--- src/rtl/axis_arb_pkg.sv ---
// Shared types and constants for the packet-aware AXI-Stream round-robin arbiter.
package axis_arb_pkg;

  typedef enum logic {
    IDLE = 1'b0,
    LOCK = 1'b1
  } arb_state_t;

  localparam int GRANT_W    = 3;
  localparam int DEF_DATA_W = 16;

endpackage

--- src/rtl/rr_pick.sv ---
// Round-robin picker: finds the first asserted request after i_last, wrapping modulo N_SRC.
module rr_pick
  import axis_arb_pkg::*;
#(
  parameter int N_SRC = 4
) (
  input  logic [N_SRC-1:0]   i_req,
  input  logic [GRANT_W-1:0] i_last,
  output logic               o_found,
  output logic [GRANT_W-1:0] o_idx
);

  logic [2*N_SRC-1:0] w_dbl;
  logic [N_SRC-1:0]   w_rot;
  logic [GRANT_W:0]   w_start;
  logic [GRANT_W:0]   w_ofs;
  logic [GRANT_W:0]   w_sum;

  always_comb begin
    w_dbl   = {i_req, i_req};
    w_start = {1'b0, i_last} + (GRANT_W+1)'(1);
    // After the rotate, bit 0 is the source right after i_last.
    w_rot   = N_SRC'(w_dbl >> w_start);
    o_found = 1'b0;
    w_ofs   = '0;
    for (int j = N_SRC - 1; j >= 0; j--) begin
      if (w_rot[j]) begin
        o_found = 1'b1;
        w_ofs   = (GRANT_W+1)'(j);
      end
    end
    w_sum = w_start + w_ofs;
    if (w_sum >= (GRANT_W+1)'(N_SRC)) begin
      w_sum = w_sum - (GRANT_W+1)'(N_SRC);
    end
    o_idx = w_sum[GRANT_W-1:0];
  end

endmodule

--- src/rtl/axis_rr_arbiter.sv ---
// Packet-aware round-robin arbiter sharing one AXI-Stream channel among N_SRC masters.
// Handshake: a beat moves when tvalid and tready are both high on a rising edge; the grant is held to the tlast beat.
module axis_rr_arbiter
  import axis_arb_pkg::*;
#(
  parameter int N_SRC  = 4,
  parameter int DATA_W = DEF_DATA_W
) (
  input  logic                      clk,
  input  logic                      rst_n,
  input  logic [N_SRC-1:0]          s_tvalid,
  input  logic [N_SRC*DATA_W-1:0]   s_tdata,
  input  logic [N_SRC-1:0]          s_tlast,
  output logic [N_SRC-1:0]          s_tready,
  output logic                      m_tvalid,
  output logic [DATA_W-1:0]         m_tdata,
  output logic                      m_tlast,
  input  logic                      m_tready,
  output logic                      grant_vld,
  output logic [GRANT_W-1:0]        grant_id
);

  arb_state_t         r_state;
  logic [GRANT_W-1:0] r_grant;
  logic [GRANT_W-1:0] r_last;
  logic               w_found;
  logic [GRANT_W-1:0] w_pick;
  logic               w_end_beat;

  rr_pick #(.N_SRC(N_SRC)) u_pick (
    .i_req   (s_tvalid),
    .i_last  (r_last),
    .o_found (w_found),
    .o_idx   (w_pick)
  );

  assign w_end_beat = m_tvalid && m_tready && m_tlast;

  always_ff @(posedge clk or negedge rst_n) begin
    if (!rst_n) begin
      r_state <= IDLE;
      r_grant <= '0;
      r_last  <= GRANT_W'(N_SRC - 1);
    end else begin
      case (r_state)
        IDLE: begin
          if (w_found) begin
            r_grant <= w_pick;
            r_state <= LOCK;
          end
        end
        LOCK: begin
          if (w_end_beat) begin
            r_last  <= r_grant;
            r_state <= IDLE;
          end
        end
        default: r_state <= IDLE;
      endcase
    end
  end

  // Only the locked source reaches the outputs; in IDLE everything is held at zero.
  always_comb begin
    m_tvalid = 1'b0;
    m_tdata  = '0;
    m_tlast  = 1'b0;
    s_tready = '0;
    if (r_state == LOCK) begin
      for (int i = 0; i < N_SRC; i++) begin
        if (r_grant == GRANT_W'(i)) begin
          m_tvalid    = s_tvalid[i];
          m_tdata     = s_tdata[i*DATA_W +: DATA_W];
          m_tlast     = s_tlast[i];
          s_tready[i] = m_tready;
        end
      end
    end
  end

  assign grant_vld = (r_state == LOCK);
  assign grant_id  = r_grant;

endmodule

--- config.mk ---
export PLATFORM = sky130hd
export DESIGN_NAME = axis_rr_arbiter
export DESIGN_NICKNAME = d
export VERILOG_FILES = /design/src/rtl/axis_arb_pkg.sv /design/src/rtl/rr_pick.sv /design/src/rtl/axis_rr_arbiter.sv
export SDC_FILE = /design/constraint.sdc
export NUM_CORES = 1
export LEC_CHECK = 0
export BUFFER_PORTS_ARGS = -buffer_cell sky130_fd_sc_hd__clkbuf_2
export CORE_MARGIN = 1.5
export CORE_UTILIZATION = 34
export CTS_BUF_LIST = sky130_fd_sc_hd__clkbuf_4 sky130_fd_sc_hd__clkbuf_8 sky130_fd_sc_hd__clkbuf_16
export DETAILED_ROUTE_END_ITERATION = 10
export GPL_TIMING_DRIVEN = 0
export PLACE_DENSITY = 0.76
export SYNTH_ARGS = -nofsm -noshare
export SYNTH_HDL_FRONTEND = slang
export SYNTH_SLANG_ARGS = --single-unit
--- constraint.sdc ---
create_clock -name clk -period 1.9 [get_ports clk]
set_input_delay 0.19 -clock clk [delete_from_list [all_inputs] [get_ports clk]]
set_output_delay 0.19 -clock clk [all_outputs]
set_load 0.02 [all_outputs]
# Word level (Yosys, flattened, before mapping)
# Cells that the tools add are included.
# totals
in_bits,75
latchBits,0
out_inout_bits,26
ff_bits,7
ram_bits,0
romBits,0
n_memories,0
wordCells,49
# classes
n_lt_le_gt_ge,1
n_addsub,3
mul,0
n_bitwise,1
n_reduce_logical,5
n_div,0
n_mux,32
shifts,1
eq_ne,3
# ops
op,n
$mux W16,5
$mux W1,20
$mux W2,4
$shr A8 B4 Y4,1
$eq A3 B2 Y1 const B,2
$add A3 B1 Y4 const B,1
$add A4 B2 Y4,1
$ge A4 B3 Y1 const B,1
$mux W4,1
$reduce_and A2 Y1,2
$eq A3 B1 Y1 const B,1
$logic_not A3 Y1,1
$mux W3,1
$sub A3 B3 Y3 const B,1
$logic_and A1 B1 Y1,2
$pmux W1 S2,1
$not A1 Y1,1

# Longest topological paths before layout
# depth
ltp_word,10
mapped_depth,10
mapped_depth_nobuf,9

# Hierarchy
# A second synthesis with hierarchy kept.
# unflattened
cells_unflattened,141
area_unflattened_um2,1148.6
# modules_own_cells
module,n_inst,area_each_um2,cells_each,seq_area_each_um2
axis_rr_arbiter,1,865.8,104,177.7
rr_pick,1,282.8,37,0.0

# Least setup slack after synthesis
# No wires, ideal clock.
# synth_path
path_kind,register -> register
start,register r_last[1]
end,"register r_grant[2], in the netlist grant_id[2]"
path_slack_ns,-0.205
period_less_slack_ns,2.105
setup_time_ns,0.065
n_path_buf,1
stages_incl_launch_ff,8
arrival_time_ns,2.040
t_required_ns,1.835
path_cell_list,dfstp_2 buf_4 inv_1 or3_1 o22a_1 fa_1 nor3b_1 mux2_4
# synth_between
elab_chain_cells,9
word_cells_on_any_way,15
cone_classes,add/sub: 3; order compare: 1; shift: 1; mux: 9; reduce/logical: 1
# synth_lines
element,line,text
"start, declared",axis_rr_arbiter.sv:25,logic [GRANT_W-1:0] r_last;
"start signal, assigned",axis_rr_arbiter.sv:43,r_last <= GRANT_W'(N_SRC - 1);
"start signal, assigned",axis_rr_arbiter.sv:54,r_last <= r_grant;
$add A3 B1 Y4 *,rr_pick.sv:21,"w_start = {1'b0, i_last} + (GRANT_W+1)'(1);"
$shr A8 B4 Y4,rr_pick.sv:23,w_rot = N_SRC'(w_dbl >> w_start);
$mux W2 (4 in series),rr_pick.sv:27,if (w_rot[j]) begin
$add A4 B2 Y4,rr_pick.sv:32,w_sum = w_start + w_ofs;
$ge A4 B3 Y1 / $sub A3 B3 Y3 (equally long branches),"rr_pick.sv:33, rr_pick.sv:34",
$mux W3,rr_pick.sv:33,if (w_sum >= (GRANT_W+1)'(N_SRC)) begin
"end signal, assigned",axis_rr_arbiter.sv:48,r_grant <= w_pick;
"end, declared",axis_rr_arbiter.sv:24,logic [GRANT_W-1:0] r_grant;
# Every way passes the cells marked *; elsewhere a longest branch is shown, timed or not.
# A chain may end at the register's enable or synchronous reset.

# Final worst setup path
# layout_path
start,register r_last[0]
end,"register r_grant[2], in the netlist grant_id[2]"
# Same word-level chain as after synthesis.

==> impl_metrics.json <==
{
  "start_util": 0.367,
  "drt_iter0_drc": 32,
  "die_area_um2": 3730,
  "yosysSeqAreaShare": 0.155,
  "avgRoutedWirePerCell_um": 13.0,
  "grt_start_max_net_pins": 18,
  "fin_nets": 342,
  "synth_largest_area_cell": "mux2_2",
  "grt-ovfl-total": 0,
  "leakagePower_nw": 0.983,
  "synthArstFlopShare": 1.00,
  "fin_ws_ps": -200,
  "grt_pass1_vias": 1289,
  "crit_path_cell_trace": "buf_6 > a211oi_4 > or3_4 > o22a_1 > fa_2 > nor3b_2 > mux2_4",
  "arrival_ps": 2300,
  "worst-r2r-setup-slack_ps": -200,
  "worst_pin_slew_ps": 446,
  "final_max_slew_viol_count": 0,
  "io_buffer_count": 100,
  "synth_seq_cells": 7,
  "htree_levels": 1,
  "finalHoldViolations": 0,
  "diodes": 0,
  "die_w_um": 61.1,
  "setup_violations": 4,
  "hp-class": "input port to asynchronous set/reset pin",
  "clk_path_buf_depth": 2,
  "synth_edf_count": 0,
  "ir_drop_mv": 0.847,
  "clk_latency_ps": 260,
  "firstDrtPassIters": 4,
  "critical_path.max_fanout": 5,
  "period_needed_ps": 2100,
  "internal_power_mw": 1.51,
  "max_stage_delay_ps": 540,
  "syn-num-nets": 227,
  "cts_tree": "built",
  "p_sw_frac": 0.530,
  "grt_pass1_wl_um": 5530,
  "r2r_start": "r_last[0]",
  "syn_area_per_cell_um2": 7.70,
  "dieHeight_um": 61.1,
  "antenna_found_initial": 0,
  "ys_top_cells_by_area": "mux2_2 (16%), dfrtp_1 (11%), o22ai_1 (9.8%), nor3_1 (8.3%), nor2_1 (6.5%)",
  "synth_most_common_cell": "nor2_1",
  "cts_inserted_buffers": 3,
  "failed_checks": "setup timing",
  "cp_data_required_time_ps": 2100,
  "fmaxAchievable_mhz": 476,
  "p_comb_frac": 0.866,
  "r2r_end": "grant_id[2]",
  "wl_um": 4010,
  "num_rows": 20,
  "clkTransAtPathRegs_ps": 60,
  "fin_crit_sh": 1.11,
  "drive_above_1_share": 0.616,
  "hold_ws_ps": 302,
  "viasPerCell": 5.05,
  "num_vias": 1550,
  "utilization": 0.607,
  "syn_inst": 149,
  "fin_cells": 307,
  "reg2reg_depth": 7,
  "cts-root-buf": "clkbuf_4",
  "dp_hpwl_um": 3070,
  "power_mw": 3.22,
  "yosysTopAreaCellShare": 0.157,
  "critical_path_class": "flip-flop to flip-flop",
  "drtAntennaViolNets": 0,
  "synth.distinct_cells": 37,
  "synth_ff_type": "dfrtp_1",
  "synth_area_um2": 1150,
  "finalSetupTns_ps": -370,
  "seqPwrFrac": 0.087,
  "io_pins": 101,
  "relSlewSlack": 0.702,
  "core_um2": 3130,
  "skew_ps": 6.69,
  "yosys_warnings": 0,
  "grt_usage": 0.195,
  "gp_congestion": 0.803,
  "rsz0062_at_grt": "true",
  "critical_path.startpoint_type": "flip-flop",
  "endpoint_kind": "flip-flop",
  "synth_common_cells": "nor2_1 (20), nor3_1 (19), o22ai_1 (18), mux2_2 (16), mux2i_1 (7)",
  "status": "complete, but fails checks",
  "area_growth_syn_to_layout_pct": 65.4,
  "max_cap_violations": 0,
  "cts.sinks": 7,
  "p_sw_mw": 1.71,
  "crit_slowest_cell": "dfstp_2",
  "placed_cells": 293,
  "power_density_nw_per_um2": 1700,
  "route.detailed.drc": 0,
  "clockPowerShare": 0.047
}
==> repair_timing <==
item,in CTS,in global routing
endpoints found under the setup margin,21,20
gates resized for setup,17,9
hold buffers,1,0
pin swaps,7,6
buffers inserted,8,2
cloned,1,0
hold endpoints to repair,7,0
==> sequential cells by signal (all words and copies together), names as in the netlist <==
register   flops
grant_vld      1
grant_id       3
r_last         3
==> area by class of cell <==
type	instances	area, µm²
clock buffer	4	30.0
sequential	7	178
timing repair buffer	112	593
tap	44	55.1
inverter	5	21.3
buffer	11	92.6
fill	301	1230
multi-input combinational	124	928
==> critical path: cells and delay by family (launching register included) <==
family,cells,cell delay [ps]
flip-flops,1,540
buffers and inverters,1,130
multiplexers,1,160
adder cells (fa/ha/maj),1,360
AND/OR/NAND/NOR,2,550
AO/OA/AOI/OAI,2,310
==> cell usage in the layout (no fill, tap or decap), types with 4 or more instances in the layout <==
| master | synthesis | layout |
|---|---|---|
| clkbuf_2 | 0 | 98 |
| buf_4 | 1 | 12 |
| clkbuf_4 | 0 | 6 |
| buf_2 | 6 | 4 |
| buf_6 | 2 | 5 |
| a211oi_1 | 6 | 5 |
| mux2i_1 | 7 | 7 |
| mux2_2 | 16 | 16 |
| nor2_1 | 20 | 19 |
| a21oi_1 | 5 | 4 |
| nor3_1 | 19 | 19 |
| nand2_1 | 5 | 4 |
| dfrtp_1 | 5 | 5 |
| o22ai_1 | 18 | 17 |
==> worst max path at each step <==
stage / start / endpoint / cells past startpoint
after floorplan: r_last[1] / grant_id[2] / 7
after CTS: r_last[0] / grant_id[2] / 8
final: r_last[0] / grant_id[2] / 7
after detailed placement: r_last[0] / grant_id[2] / 9
after global placement: r_last[0] / grant_id[2] / 9
after global routing: r_last[0] / grant_id[2] / 7
==> routing by layer <==
layer | global-route usage | vias up | share of wire
li1 | - | 782 | -
met1 | 0.248 | 696 | 0.42
met2 | 0.357 | 70 | 0.51
met3 | 0.0126 | 2 | 0.064
met4 | 0.0497 | 0 | 0.0042
met5 | 0 | - | 0
==> power by group through the flow <==
stage               logic, mW  registers, mW  clock network (mW)
floorplan                1.79          0.300                   0
global placement         2.50          0.270                   0
detailed placement       2.51          0.276                   0
CTS                      2.74          0.275               0.157
global route             3.01          0.289               0.159
finish                   2.79          0.280               0.153
==> metrics by stage <==
stage          setup WS (ps)  instance area [µm²]
2_1_floorplan          -94.0                 1160
6_report                -200                 1900
3_5_place_dp            -255                 1720
4_1_cts                 -188                 1860
3_3_place_gp            -195                 1720
5_1_grt                 -276                 1900
==> logic make-up after synthesis <==
logic type / Yosys count / synth area share
flip-flops: 7 / 0.155
multiplexers: 24 / 0.231
AO/OA/AOI/OAI: 39 / 0.241
AND/OR/NAND/NOR: 58 / 0.252
adder cells (fa/ha/maj): 3 / 0.0393
buffers and inverters: 18 / 0.0818
(Power assumes the default switching activity.)
